$ cat src/rtl/serial_pattern_tx_pkg.sv
// Shared types and helpers for the serial pattern transmitter.
// The optional parity bit is enabled with the PARITY_EN macro (see serial_pattern_tx).
package serial_tx_pkg;

  typedef enum logic [1:0] {IDLE, SHIFT, PARITY, GAP} tx_state_t;

  localparam int MAX_WIDTH = 32;
  localparam int MAX_GAP   = 15;
  localparam int CNT_W     = $clog2(MAX_WIDTH + 1);
  localparam int GAP_W     = $clog2(MAX_GAP + 1);

  // Narrower words are zero-extended by the caller, so the count is exact.
  function automatic logic [CNT_W-1:0] popcount(input logic [MAX_WIDTH-1:0] v);
    logic [CNT_W-1:0] c;
    c = '0;
    for (int i = 0; i < MAX_WIDTH; i++) c = c + CNT_W'(v[i]);
    return c;
  endfunction

endpackage

$ cat src/rtl/serial_pattern_tx_if.sv
// Word-in / bit-out bus of the serial pattern transmitter (PARITY_EN changes timing only).
interface serial_pattern_tx_if #(
  parameter int WIDTH = 8
);
  logic [WIDTH-1:0]           in_data;
  logic                       in_valid;
  logic                       in_ready;
  logic                       tx_bit;
  logic                       tx_active;
  logic                       tx_last;
  logic [$clog2(WIDTH+1)-1:0] ones_cnt;

  modport master (
    output in_data, in_valid,
    input  in_ready, tx_bit, tx_active, tx_last, ones_cnt
  );

  modport slave (
    input  in_data, in_valid,
    output in_ready, tx_bit, tx_active, tx_last, ones_cnt
  );
endinterface

$ cat src/rtl/serial_pattern_tx_shreg.sv
// Parallel-load, shift-left register presenting its MSB; load wins over shift.
module serial_piso_shreg
  import serial_tx_pkg::*;
#(
  parameter int WIDTH = 8
) (
  input  logic             clk,
  input  logic             rst,
  input  logic             load_i,
  input  logic             shift_i,
  input  logic [WIDTH-1:0] data_i,
  output logic             msb_o
);
  logic [WIDTH-1:0] sreg_q, sreg_d;

  always_comb begin
    sreg_d = sreg_q;
    if (load_i)       sreg_d = data_i;
    else if (shift_i) sreg_d = {sreg_q[WIDTH-2:0], 1'b0};
  end

  always_ff @(posedge clk) begin
    if (rst) sreg_q <= '0;
    else     sreg_q <= sreg_d;
  end

  assign msb_o = sreg_q[WIDTH-1];

endmodule

$ cat src/rtl/serial_pattern_tx.sv
// MSB-first parallel-to-serial transmitter with an idle gap after each frame and a ones count.
// Define PARITY_EN to append an even-parity bit, which then carries tx_last.
module serial_pattern_tx
  import serial_tx_pkg::*;
#(
  parameter int WIDTH      = 8,
  parameter int GAP_CYCLES = 2
) (
  input  logic               clk,
  input  logic               rst,
  serial_pattern_tx_if.slave bus
);
  localparam int BW = $clog2(WIDTH);
  localparam int OW = $clog2(WIDTH + 1);
  localparam logic [BW-1:0]    LAST_BIT = BW'(WIDTH - 1);
  localparam logic [GAP_W-1:0] GAP_LAST = GAP_W'((GAP_CYCLES > 0) ? GAP_CYCLES - 1 : 0);

  tx_state_t        state_q, state_d;
  logic [BW-1:0]    bit_q, bit_d;
  logic [GAP_W-1:0] gap_q, gap_d;
  logic [OW-1:0]    ones_q, ones_d;
  logic             accept, last_bit, gap_done, sreg_msb;

  assign accept   = (state_q == IDLE) && bus.in_valid;
  assign last_bit = (bit_q == LAST_BIT);
  assign gap_done = (gap_q == GAP_LAST);

  serial_piso_shreg #(.WIDTH(WIDTH)) u_shreg (
    .clk     (clk),
    .rst     (rst),
    .load_i  (accept),
    .shift_i (state_q == SHIFT),
    .data_i  (bus.in_data),
    .msb_o   (sreg_msb)
  );

  always_ff @(posedge clk) begin
    if (rst) state_q <= IDLE;
    else     state_q <= state_d;
  end

  always_comb begin
    state_d = state_q;
    case (state_q)
      IDLE:  if (bus.in_valid) state_d = SHIFT;
      SHIFT: begin
        if (last_bit) begin
`ifdef PARITY_EN
          state_d = PARITY;
`else
          if (GAP_CYCLES == 0) state_d = IDLE;
          else                 state_d = GAP;
`endif
        end
      end
      PARITY: begin
        if (GAP_CYCLES == 0) state_d = IDLE;
        else                 state_d = GAP;
      end
      GAP:     if (gap_done) state_d = IDLE;
      default: state_d = IDLE;
    endcase
  end

  // Counters restart from zero whenever their state is left, so entry needs no extra load.
  always_comb begin
    bit_d  = (state_q == SHIFT) ? bit_q + BW'(1) : '0;
    gap_d  = (state_q == GAP) ? gap_q + GAP_W'(1) : '0;
    ones_d = accept ? OW'(popcount(MAX_WIDTH'(bus.in_data))) : ones_q;
  end

  always_ff @(posedge clk) begin
    if (rst) begin
      bit_q  <= '0;
      gap_q  <= '0;
      ones_q <= '0;
    end else begin
      bit_q  <= bit_d;
      gap_q  <= gap_d;
      ones_q <= ones_d;
    end
  end

`ifdef PARITY_EN
  logic parity_q, parity_d;

  // Parity is captured at accept since in_data need not be held.
  assign parity_d = accept ? ^bus.in_data : parity_q;

  always_ff @(posedge clk) begin
    if (rst) parity_q <= 1'b0;
    else     parity_q <= parity_d;
  end
`endif

  always_comb begin
    bus.in_ready  = (state_q == IDLE);
    bus.tx_bit    = 1'b0;
    bus.tx_active = 1'b0;
    bus.tx_last   = 1'b0;
    case (state_q)
      SHIFT: begin
        bus.tx_bit    = sreg_msb;
        bus.tx_active = 1'b1;
`ifndef PARITY_EN
        bus.tx_last   = last_bit;
`endif
      end
`ifdef PARITY_EN
      PARITY: begin
        bus.tx_bit    = parity_q;
        bus.tx_active = 1'b1;
        bus.tx_last   = 1'b1;
      end
`endif
      default: ;
    endcase
  end

  assign bus.ones_cnt = ones_q;

endmodule

$ cat src/flat_wrapper.sv
// flat-port wrapper written by rule: the top's interface ports become plain ports
module serial_pattern_tx_flat import serial_tx_pkg::*;
#(
  parameter int WIDTH      = 8,
  parameter int GAP_CYCLES = 2
)
  (clk, rst, bus_in_data, bus_in_valid, bus_in_ready, bus_tx_bit, bus_tx_active, bus_tx_last, bus_ones_cnt);
  serial_pattern_tx_if #(.WIDTH(WIDTH)) bus_i ();
  input  logic clk;
  input  logic rst;
  input wire logic [$bits(bus_i.in_data)-1:0] bus_in_data;
  input wire logic [$bits(bus_i.in_valid)-1:0] bus_in_valid;
  output wire logic [$bits(bus_i.in_ready)-1:0] bus_in_ready;
  output wire logic [$bits(bus_i.tx_bit)-1:0] bus_tx_bit;
  output wire logic [$bits(bus_i.tx_active)-1:0] bus_tx_active;
  output wire logic [$bits(bus_i.tx_last)-1:0] bus_tx_last;
  output wire logic [$bits(bus_i.ones_cnt)-1:0] bus_ones_cnt;
  assign bus_i.in_data = bus_in_data;
  assign bus_i.in_valid = bus_in_valid;
  assign bus_in_ready = bus_i.in_ready;
  assign bus_tx_bit = bus_i.tx_bit;
  assign bus_tx_active = bus_i.tx_active;
  assign bus_tx_last = bus_i.tx_last;
  assign bus_ones_cnt = bus_i.ones_cnt;
  serial_pattern_tx #(.WIDTH(WIDTH), .GAP_CYCLES(GAP_CYCLES)) u_core (.clk(clk), .rst(rst), .bus(bus_i));
endmodule
$ cat config.mk
export PLATFORM = sky130hd
export DESIGN_NAME = serial_pattern_tx_flat
export DESIGN_NICKNAME = d
export VERILOG_FILES = /design/src/rtl/serial_pattern_tx_pkg.sv /design/src/rtl/serial_pattern_tx_if.sv /design/src/rtl/serial_pattern_tx_shreg.sv /design/src/rtl/serial_pattern_tx.sv /design/src/flat_wrapper.sv
export SDC_FILE = /design/constraint.sdc
export NUM_CORES = 1
export LEC_CHECK = 0
export BUFFER_PORTS_ARGS = -buffer_cell sky130_fd_sc_hd__buf_4
export CAP_MARGIN = 0
export CORE_ASPECT_RATIO = 0.75
export CORE_UTILIZATION = 54
export CTS_CLUSTER_DIAMETER = 30
export DETAILED_ROUTE_END_ITERATION = 7
export PLACE_DENSITY = 0.77
export SYNTH_ARGS = -nofsm -noshare
export SYNTH_HDL_FRONTEND = slang
export SYNTH_SLANG_ARGS = --single-unit
$ cat constraint.sdc
create_clock -name clk -period 2.7 [get_ports clk]
set_input_delay 0 -clock clk [delete_from_list [all_inputs] [get_ports clk]]
set_output_delay 0 -clock clk [all_outputs]
set_load 0.01 [all_outputs]
### Yosys cells after proc, flatten, opt, wreduce, memory -nomap -nowiden

Index checks and enable logic that the tools add are counted.

* register bits: 21
* input port bits: 11
* output and inout bits: 8
* word-level logic and storage cells: 39

* add/subtract/negate cells: 9
* eq/ne operators: 8
* mux-type cells: 9
* bitwise gates (word level): 2
* reduce and logical (&&, ||, !) cells: 6

Operator list (number)
* $add A4 B1 Y4: 6
* $mux W8: 2
* $pmux W2 S4: 1
* $mux W2: 3
* $add A4 B1 Y4 const B: 1
* $eq A2 B2 Y1 const B: 2
* $eq A4 B1 Y1 const B: 1
* $ne A2 B1 Y1 const B: 2
* $reduce_or A2 Y1: 2
* $add A3 B1 Y3 const B: 1
* $eq A3 B3 Y1 const B: 1
* $mux W1: 3
* $reduce_and A3 Y1: 1
* $add A1 B1 Y2: 1
* $eq A2 B1 Y1 const B: 1
* $logic_not A2 Y1: 1
* $ne A2 B2 Y1 const B: 1
* $not A1 Y1: 2
* $reduce_bool A2 Y1: 1
* $logic_and A1 B1 Y1: 1

### Depth between registers and ports, before layout

Gate-level depths: netlist of run 1.

* word-level depth: 7
* depth in mapped cells: 11
* gate-level depth less buffers: 11

### By module

Synthesis of run 1 repeated with hierarchy kept, for this count alone.

* cell total of the unflattened synthesis: 114
* area, all modules: 1119.8 um^2

Modules (own cells, without submodules)
* serial_pattern_tx: instances 1, cells an instance 79, area an instance 750.7 um^2, seq. area each 260.2 um^2
* serial_piso_shreg: instances 1, cells an instance 35, area an instance 369.1 um^2, seq. area each 160.2 um^2

### Worst setup path after synthesis of run 1

OpenSTA, ideal clock, no wires.

* path kind: input to register
* start point: in bus_in_data[0]
* end point: reg u_core.ones_q[1], in the netlist u_core.bus.ones_cnt[1]
* library setup time: 0.086 ns
* arrival time: 2.273 ns
* data required time: 2.614 ns
* slack: 0.341 ns
* stages: 9
* path buffers: 0
* path through: ha_1 -> inv_1 -> fa_1 -> fa_1 -> inv_1 -> fa_1 -> inv_1 -> fa_1 -> a211oi_1

* longest elaborated chain between the ends: 7

Ends and longest elaborated chain
* start: declaration: RTL line flat_wrapper.sv:11 `input wire logic [$bits(bus_i.in_data)-1:0] bus_in_data;`
* $add A1 B1 Y2: RTL line serial_pattern_tx_pkg.sv:16 `for (int i = 0; i < MAX_WIDTH; i++) c = c + CNT_W'(v[i]);`
* $add A4 B1 Y4 (6 in series): RTL line serial_pattern_tx_pkg.sv:16
* end signal: assignment: RTL line serial_pattern_tx.sv:80 `ones_q <= ones_d;`
* end: declaration: RTL line serial_pattern_tx.sv:21 `logic [OW-1:0] ones_q, ones_d;`

Every way passes these cells.
A chain may end at the register's enable or synchronous reset.

### Final worst setup path of run 1

* start point: in bus_in_data[2]
* end point: reg u_core.ones_q[1], in the netlist u_core.bus.ones_cnt[1]

* longest elaborated chain between the ends: 6

Ends and longest elaborated chain (RTL line)
* $add A4 B1 Y4 (6 in series): serial_pattern_tx_pkg.sv:16

Every way passes these cells.

==> results.py, run 1 <==
metrics = {
    "detailed_routing": {
        "routed_via_density": 5.15,
        "drt_first_pass_iters": 4,
        "drtIter0Drc": 9,
        "via_count": 819,
        "wire_per_inst_um": 13.2,
        "totalWireLength_mm": 2.11,
        "drc_errors": 0,
        "final_antenna_net_count": 0,
    },
    "sta": {
        "fmax_ghz": 0.382,
        "hold_slack_ns": -0.00197,
        "period_needed_ns": 2.62,
        "skew_ns": 0.00136,
        "setup_tns_ns": 0,
        "hold_viol_final": 1,
        "rsz0062_at_grt": "false",
        "worst_pin_slew_ns": 0.677,
        "slew_headroom_pct": 54.9,
        "setup_violations": 0,
        "min_period_over_period_pct": 97.0,
        "slew_violations": 0,
    },
    "synthesis": {
        "syn_area_um2": 1100,
        "avgSynthCellArea_um2": 9.49,
        "yosysTopAreaCell": "dfxtp_1",
        "synthArstFlopShare_pct": 0,
        "synth_edf_count": 0,
        "synthesis.nets": 141,
        "synth-seq-cells": 21,
        "yosysSeqAreaShare_pct": 38.2,
        "ys.flop_type": "dfxtp_1",
        "yosys-top-cells-area": "dfxtp_1, ha_1, fa_1, mux2i_1, a211oi_1",
        "yosysWarnings": 0,
        "post_synth_inst_count": 116,
        "synth_top_area_share_pct": 38.2,
        "netlist-cell-type-count": 25,
    },
    "worst_hold_path": {
        "hp-class": "in2reg",
        "min-delay-start": "bus_in_data[7]",
        "holdPathEnd": "u_core.u_shreg.sreg_q[7]",
        "worstHoldPathCells": 3,
    },
    "pwr": {
        "pwr-share-comb_pct": 41.0,
        "pwr-share-seq_pct": 43.4,
        "swShare_pct": 34.9,
        "p_int_uw": 610,
        "vdd_drop_max_mv": 0.686,
        "powerDensity_nw_per_um2": 713,
        "p_switching_uw": 327,
        "clkPwrFrac_pct": 15.6,
        "power.leakage_uw": 0.000611,
    },
    "critical_path": {
        "cp-end-kind": "register",
        "r2r-end": "u_core.state_q[0]",
        "worst_ep_required_time_ns": 2.92,
        "r2r_slack_ns": 1.00,
        "cp-start-kind": "input port",
        "timing.rr.start": "u_core.state_q[0]",
        "path_max_fanout": 2,
        "cp.arrival_ns": 2.84,
        "r2r_cells": 4,
        "path_class": "in2reg",
    },
    "grt": {
        "grt_pass1_wl_mm": 3.33,
        "overflow": 0,
        "first_global_vias": 740,
        "antenna_found_initial": 0,
        "grt.total_usage_pct": 22.7,
        "grt_max_degree": 20,
    },
    "clocking": {
        "cts_tree": "done",
        "clock_path_buffers": 2,
        "htreeDepth": 1,
        "cts_root_buf": "clkbuf_4",
        "numCtsBuffers": 3,
        "clock_latency_ns": 0.30,
        "postCtsSetupRepairBufs": 0,
        "clk_pin_slew_ns": 0.11,
        "clock_sinks": 21,
    },
    "place": {
        "dp_hpwl_mm": 1.53,
        "gp_routability_congestion": 0.767,
        "port-buffer-count": 18,
        "placed_cells": 150,
    },
    "die": {
        "initial_utilization_pct": 60.4,
        "ioPinCount": 19,
        "dieArea_um2": 2230,
        "core_um2": 1820,
        "die_w_um": 54.1,
        "rows": 13,
        "dieHeight_um": 41.1,
    },
    "finish": {
        "antennaDiodeCount": 0,
        "area_growth_pct": 19.3,
        "most-common-layout-cells": "dfxtp_1, buf_4, inv_1",
        "drive_above_1_share_pct": 16.8,
        "final_cell_count_no_fill": 159,
        "final_net_count": 163,
        "final_common_cell": "dfxtp_1",
    },
    "outcome": {
        "violations": "negative hold slack",
        "outcome": "finished with violations",
    },
    "flow_run": {
        "cap_violations": 0,
    },
}
## cell usage after synthesis (2+ instances only)
cell type	n
dfxtp_1	21
inv_1	13
nor2_1	12
ha_1	10
a211oi_1	8
mux2i_1	8
nand2_1	7
a21oi_1	5
fa_1	4
and2_1	3
buf_2	3
clkbuf_1	3
nand2b_1	3
and3b_1	2
nand3_1	2
nor2b_1	2
xnor2_1	2
## flip-flops by register name (all words and copies together) (netlist names)
register,cells
u_core.gap_q,4
u_core.state_q,2
u_core.bus.ones_cnt,4
u_core.u_shreg.sreg_q,8
u_core.bit_q,3
## repair_timing
action                                 4_1_cts  5_1_grt
gates resized for setup                      0        0
hold buffers                                 3        2
endpoints found under the hold margin        3        4
setup endpoints to repair                    0        0
## worst max-delay path: stages
cell           delay (ns)
dlygate4sd3_1        0.55
buf_4                0.12
inv_1                0.05
fa_1                 0.48
fa_1                 0.49
inv_1                0.06
fa_1                 0.41
inv_1                0.09
fa_1                 0.41
a211oi_1             0.19
## cell families after synthesis
group | Yosys count | share of synthesized area, %
multiplexers | 8 | 7.27
XOR/XNOR | 3 | 2.39
AO/OA/AOI/OAI | 16 | 10.2
flip-flops | 21 | 38.2
adder cells (fa/ha/maj) | 14 | 18.6
AND/OR/NAND/NOR | 35 | 16.5
buffers and inverters | 19 | 6.82
## layout make-up
| class | count | area, um2 |
|---|---|---|
| Multi-Input combinational cell | 76 | 606 |
| Sequential cell | 21 | 420 |
| Inverter | 13 | 48.8 |
| Fill cell | 152 | 508 |
| Timing Repair Buffer | 23 | 185 |
| Clock buffer | 4 | 26.3 |
| Tap cell | 22 | 27.5 |
## how the worst max path moves through the flow
stage                   start                      to  slack, ns
2_1_floorplan  bus_in_data[0]  u_core.bus.ones_cnt[1]       0.34
3_3_place_gp   bus_in_data[0]  u_core.bus.ones_cnt[1]       0.18
3_5_place_dp   bus_in_data[0]  u_core.bus.ones_cnt[1]       0.07
4_1_cts        bus_in_data[4]  u_core.bus.ones_cnt[1]        0.1
5_1_grt        bus_in_data[2]  u_core.bus.ones_cnt[2]       0.02
6_report       bus_in_data[2]  u_core.bus.ones_cnt[1]       0.08
## power groups by stage
stage          clock network (uW)  logic [uW]  registers (uW)
3_3_place_gp                    0         357             410
4_1_cts                       149         382             406
2_1_floorplan                   0         276             409
3_5_place_dp                    0         377             413
5_1_grt                       167         426             412
6_report                      146         385             407
## metal layers
metal  vias to the layer above  track usage, %  share of wire (%)  routed length (um)
li1                        426               -                  -                   -
met2                        22            35.4                 44                 923
met1                       364            27.9                 49                1030
met4                         0            9.62                2.4                  51
met5                         -               0                  0                   0
met3                         7            9.26                4.8                 102
## per-stage QoR
step / area [um2] / power, uW / util [%] / setup slack (ns)
6_report: 1310 / 937 / 72.1 / 0.0805
5_1_grt: 1310 / 1000 / 72.1 / 0.0165
4_1_cts: 1290 / 937 / 71.0 / 0.0969
3_5_place_dp: 1240 / 789 / 67.9 / 0.0701
3_3_place_gp: 1240 / 767 / 67.9 / 0.176
2_1_floorplan: 1100 / 685 / - / 0.341
No activity file was read; power rests on OpenSTA's default activity.
==> run 2, diff against run 1 <==
--- a/config.mk
+++ b/config.mk
@@ -5,6 +5,7 @@
 export SDC_FILE = /design/constraint.sdc
 export NUM_CORES = 1
 export LEC_CHECK = 0
+export ABC_CLOCK_PERIOD_IN_PS = 2900
 export BUFFER_PORTS_ARGS = -buffer_cell sky130_fd_sc_hd__buf_4
 export CAP_MARGIN = 0
 export CORE_ASPECT_RATIO = 0.75
==> constraint.sdc (replaced) <==
create_clock -name clk -period 2.9 [get_ports clk]
set_input_delay 0 -clock clk [delete_from_list [all_inputs] [get_ports clk]]
set_output_delay 0 -clock clk [all_outputs]
set_load 0.01 [all_outputs]
==> run 2 against run 1 <==
The run now ends clean. Global-route usage fell by 0.50 points. Sequential power fell by 6.9%. Final area fell by 0.29%. Cell count fell by 0.63%. Via count rose by 1.8%. First-iteration DRC count fell by 11%. Clock power fell by 8%. Sequential share of layout area rose by 0.092 points. Clock-buffer cell count did not move. Register-to-register slack improved by 0.20 ns. Worst hold slack improved by 0.018 ns. Critical path depth rose by 1. Critical path type unchanged.
==> results.py, run 2 (synthesized netlist as in run 1, its figures left out) <==
metrics = {
    "sta": {
        "skew_ns": 0.00145,
        "setup_violations": 0,
        "slew_headroom_pct": 56.9,
        "rsz0062_at_grt": "false",
        "fmax_ghz": 0.354,
        "period_needed_ns": 2.83,
        "setup_tns_ns": 0,
        "timing.final.ws_setup_ns": 0.0722,
        "min_period_over_period_pct": 97.5,
        "worst_pin_slew_ns": 0.647,
        "slew_violations": 0,
        "hold_viol_final": 0,
    },
    "die": {
        "dieArea_um2": 2230,
        "dieHeight_um": 41.1,
        "core_um2": 1820,
        "ioPinCount": 19,
        "rows": 13,
        "die_w_um": 54.1,
        "initial_utilization_pct": 60.4,
    },
    "place": {
        "placed_cell_area_um2": 1240,
        "placed_cells": 150,
        "port-buffer-count": 18,
        "dp_hpwl_mm": 1.53,
        "gp_routability_congestion": 0.767,
        "dp_slack_ns": 0.270,
    },
    "grt": {
        "grt_max_degree": 20,
        "antenna_found_initial": 0,
        "grt_pass1_wl_mm": 3.26,
        "first_global_vias": 752,
        "overflow": 0,
        "grt.total_usage_pct": 22.2,
    },
    "finish": {
        "drive_above_1_share_pct": 18.4,
        "final_common_cell": "dfxtp_1",
        "antennaDiodeCount": 0,
        "most-common-layout-cells": "dfxtp_1, buf_4, inv_1",
        "fillerInstances": 154,
        "final_cell_count_no_fill": 158,
        "largest_register_ffs": 8,
        "multi_input_area_um2": 612,
        "finalInstanceArea_um2": 1310,
        "layout.area.seq_um2": 420,
        "largest_register": "u_core.u_shreg.sreg_q",
        "final_net_count": 162,
        "area_growth_pct": 19.0,
    },
    "clocking": {
        "clock_sinks": 21,
        "clk_pin_slew_ns": 0.11,
        "clock_latency_ns": 0.29,
        "numCtsBuffers": 3,
        "clock_path_buffers": 2,
        "cts_tree": "done",
        "cts_root_buf": "clkbuf_4",
        "htreeDepth": 1,
    },
    "detailed_routing": {
        "drtIter0Drc": 8,
        "drc_errors": 0,
        "wire_per_inst_um": 13.2,
        "via_count": 834,
        "final_antenna_net_count": 0,
        "drt_first_pass_iters": 4,
        "totalWireLength_mm": 2.09,
        "routed_via_density": 5.28,
    },
    "critical_path": {
        "cp-end-kind": "register",
        "worst_ep_required_time_ns": 3.12,
        "cp.arrival_ns": 3.05,
        "path_max_fanout": 2,
        "path_class": "in2reg",
        "cp-start-kind": "input port",
    },
    "pwr": {
        "clkPwrFrac_pct": 15.5,
        "pwr-share-comb_pct": 41.1,
        "vdd_drop_max_mv": 0.697,
        "powerDensity_nw_per_um2": 666,
        "power.leakage_uw": 0.000606,
        "pwr-share-seq_pct": 43.4,
        "p_int_uw": 569,
        "swShare_pct": 34.9,
        "p_switching_uw": 304,
    },
    "flow_run": {
        "cap_violations": 0,
    },
    "outcome": {
        "outcome": "completed",
    },
    "worst_hold_path": {
        "hp-class": "in2reg",
    },
}
## run 2: changes by cell type in the layout (fill, tap and decap cells not counted), sizes merged
cell / previous run / this run
dlygate4sd3: 5 / 4
## run 2: critical path, cell delays in order
cell and delay [ns]:
dlygate4sd3_1 0.54, buf_4 0.14, ha_1 0.28, inv_1 0.08, fa_1 0.43, fa_1 0.49
inv_1 0.06, fa_2 0.36, inv_1 0.08, fa_1 0.41, a211oi_1 0.19
## run 2: cell type report
class                           instances  share of cell area [%]
Multi-Input combinational cell         76                    46.7
Sequential cell                        21                    32.1
Timing Repair Buffer                   22                    13.4
Inverter                               13                    3.72
Tap cell                               22                    2.10
Clock buffer                            4                    2.01
## run 2: path summary, 6_finish.rpt
kind | start | to | slack (ns) | cells past startpoint
worst min-delay path | bus_in_data[6] | u_core.u_shreg.sreg_q[6] | 0.02 | 3
worst min register to register | u_core.bit_q[0] | u_core.bit_q[0] | 0.44 | 1
worst max register to register | u_core.state_q[1] | u_core.state_q[0] | 1.20 | 5
worst max-delay path | bus_in_data[0] | u_core.bus.ones_cnt[1] | 0.07 | 11
## run 2: layer usage
layer | part of all wire [%] | wire length [um] | global-route usage [%] | vias to the layer above
li1 | - | - | - | 422
met1 | 49 | 1030 | 27.6 | 383
met2 | 44 | 912 | 35.4 | 23
met3 | 4.7 | 98 | 8.52 | 6
met4 | 2.1 | 44 | 7.69 | 0
met5 | 0 | 0 | 0 | -
## run 2: timing repair
item / in CTS / in global routing
hold buffers: 3 / 1
setup endpoints to repair: 0 / 2
resized for setup: 0 / 2
setup buffers: 0 / 0
hold endpoints to repair: 3 / 1
## run 2: power by group through the flow
| stage | Sequential (uW) | Combinational (uW) | Clock (uW) |
|---|---|---|---|
| floorplan | 381 | 257 | 0 |
| global placement | 382 | 332 | 0 |
| detailed placement | 385 | 349 | 0 |
| CTS | 378 | 355 | 138 |
| global route | 385 | 399 | 153 |
| finish | 379 | 359 | 135 |
## run 2: stage by stage
step	total power (uW)	util (%)	hold WS (ns)
after detailed placement	734	67.9	0.282
final	873	71.9	0.0160
after global routing	937	71.9	0.00184
after floorplan	638	-	0.136
after CTS	871	71.0	0.00496
after global placement	714	67.9	0.280
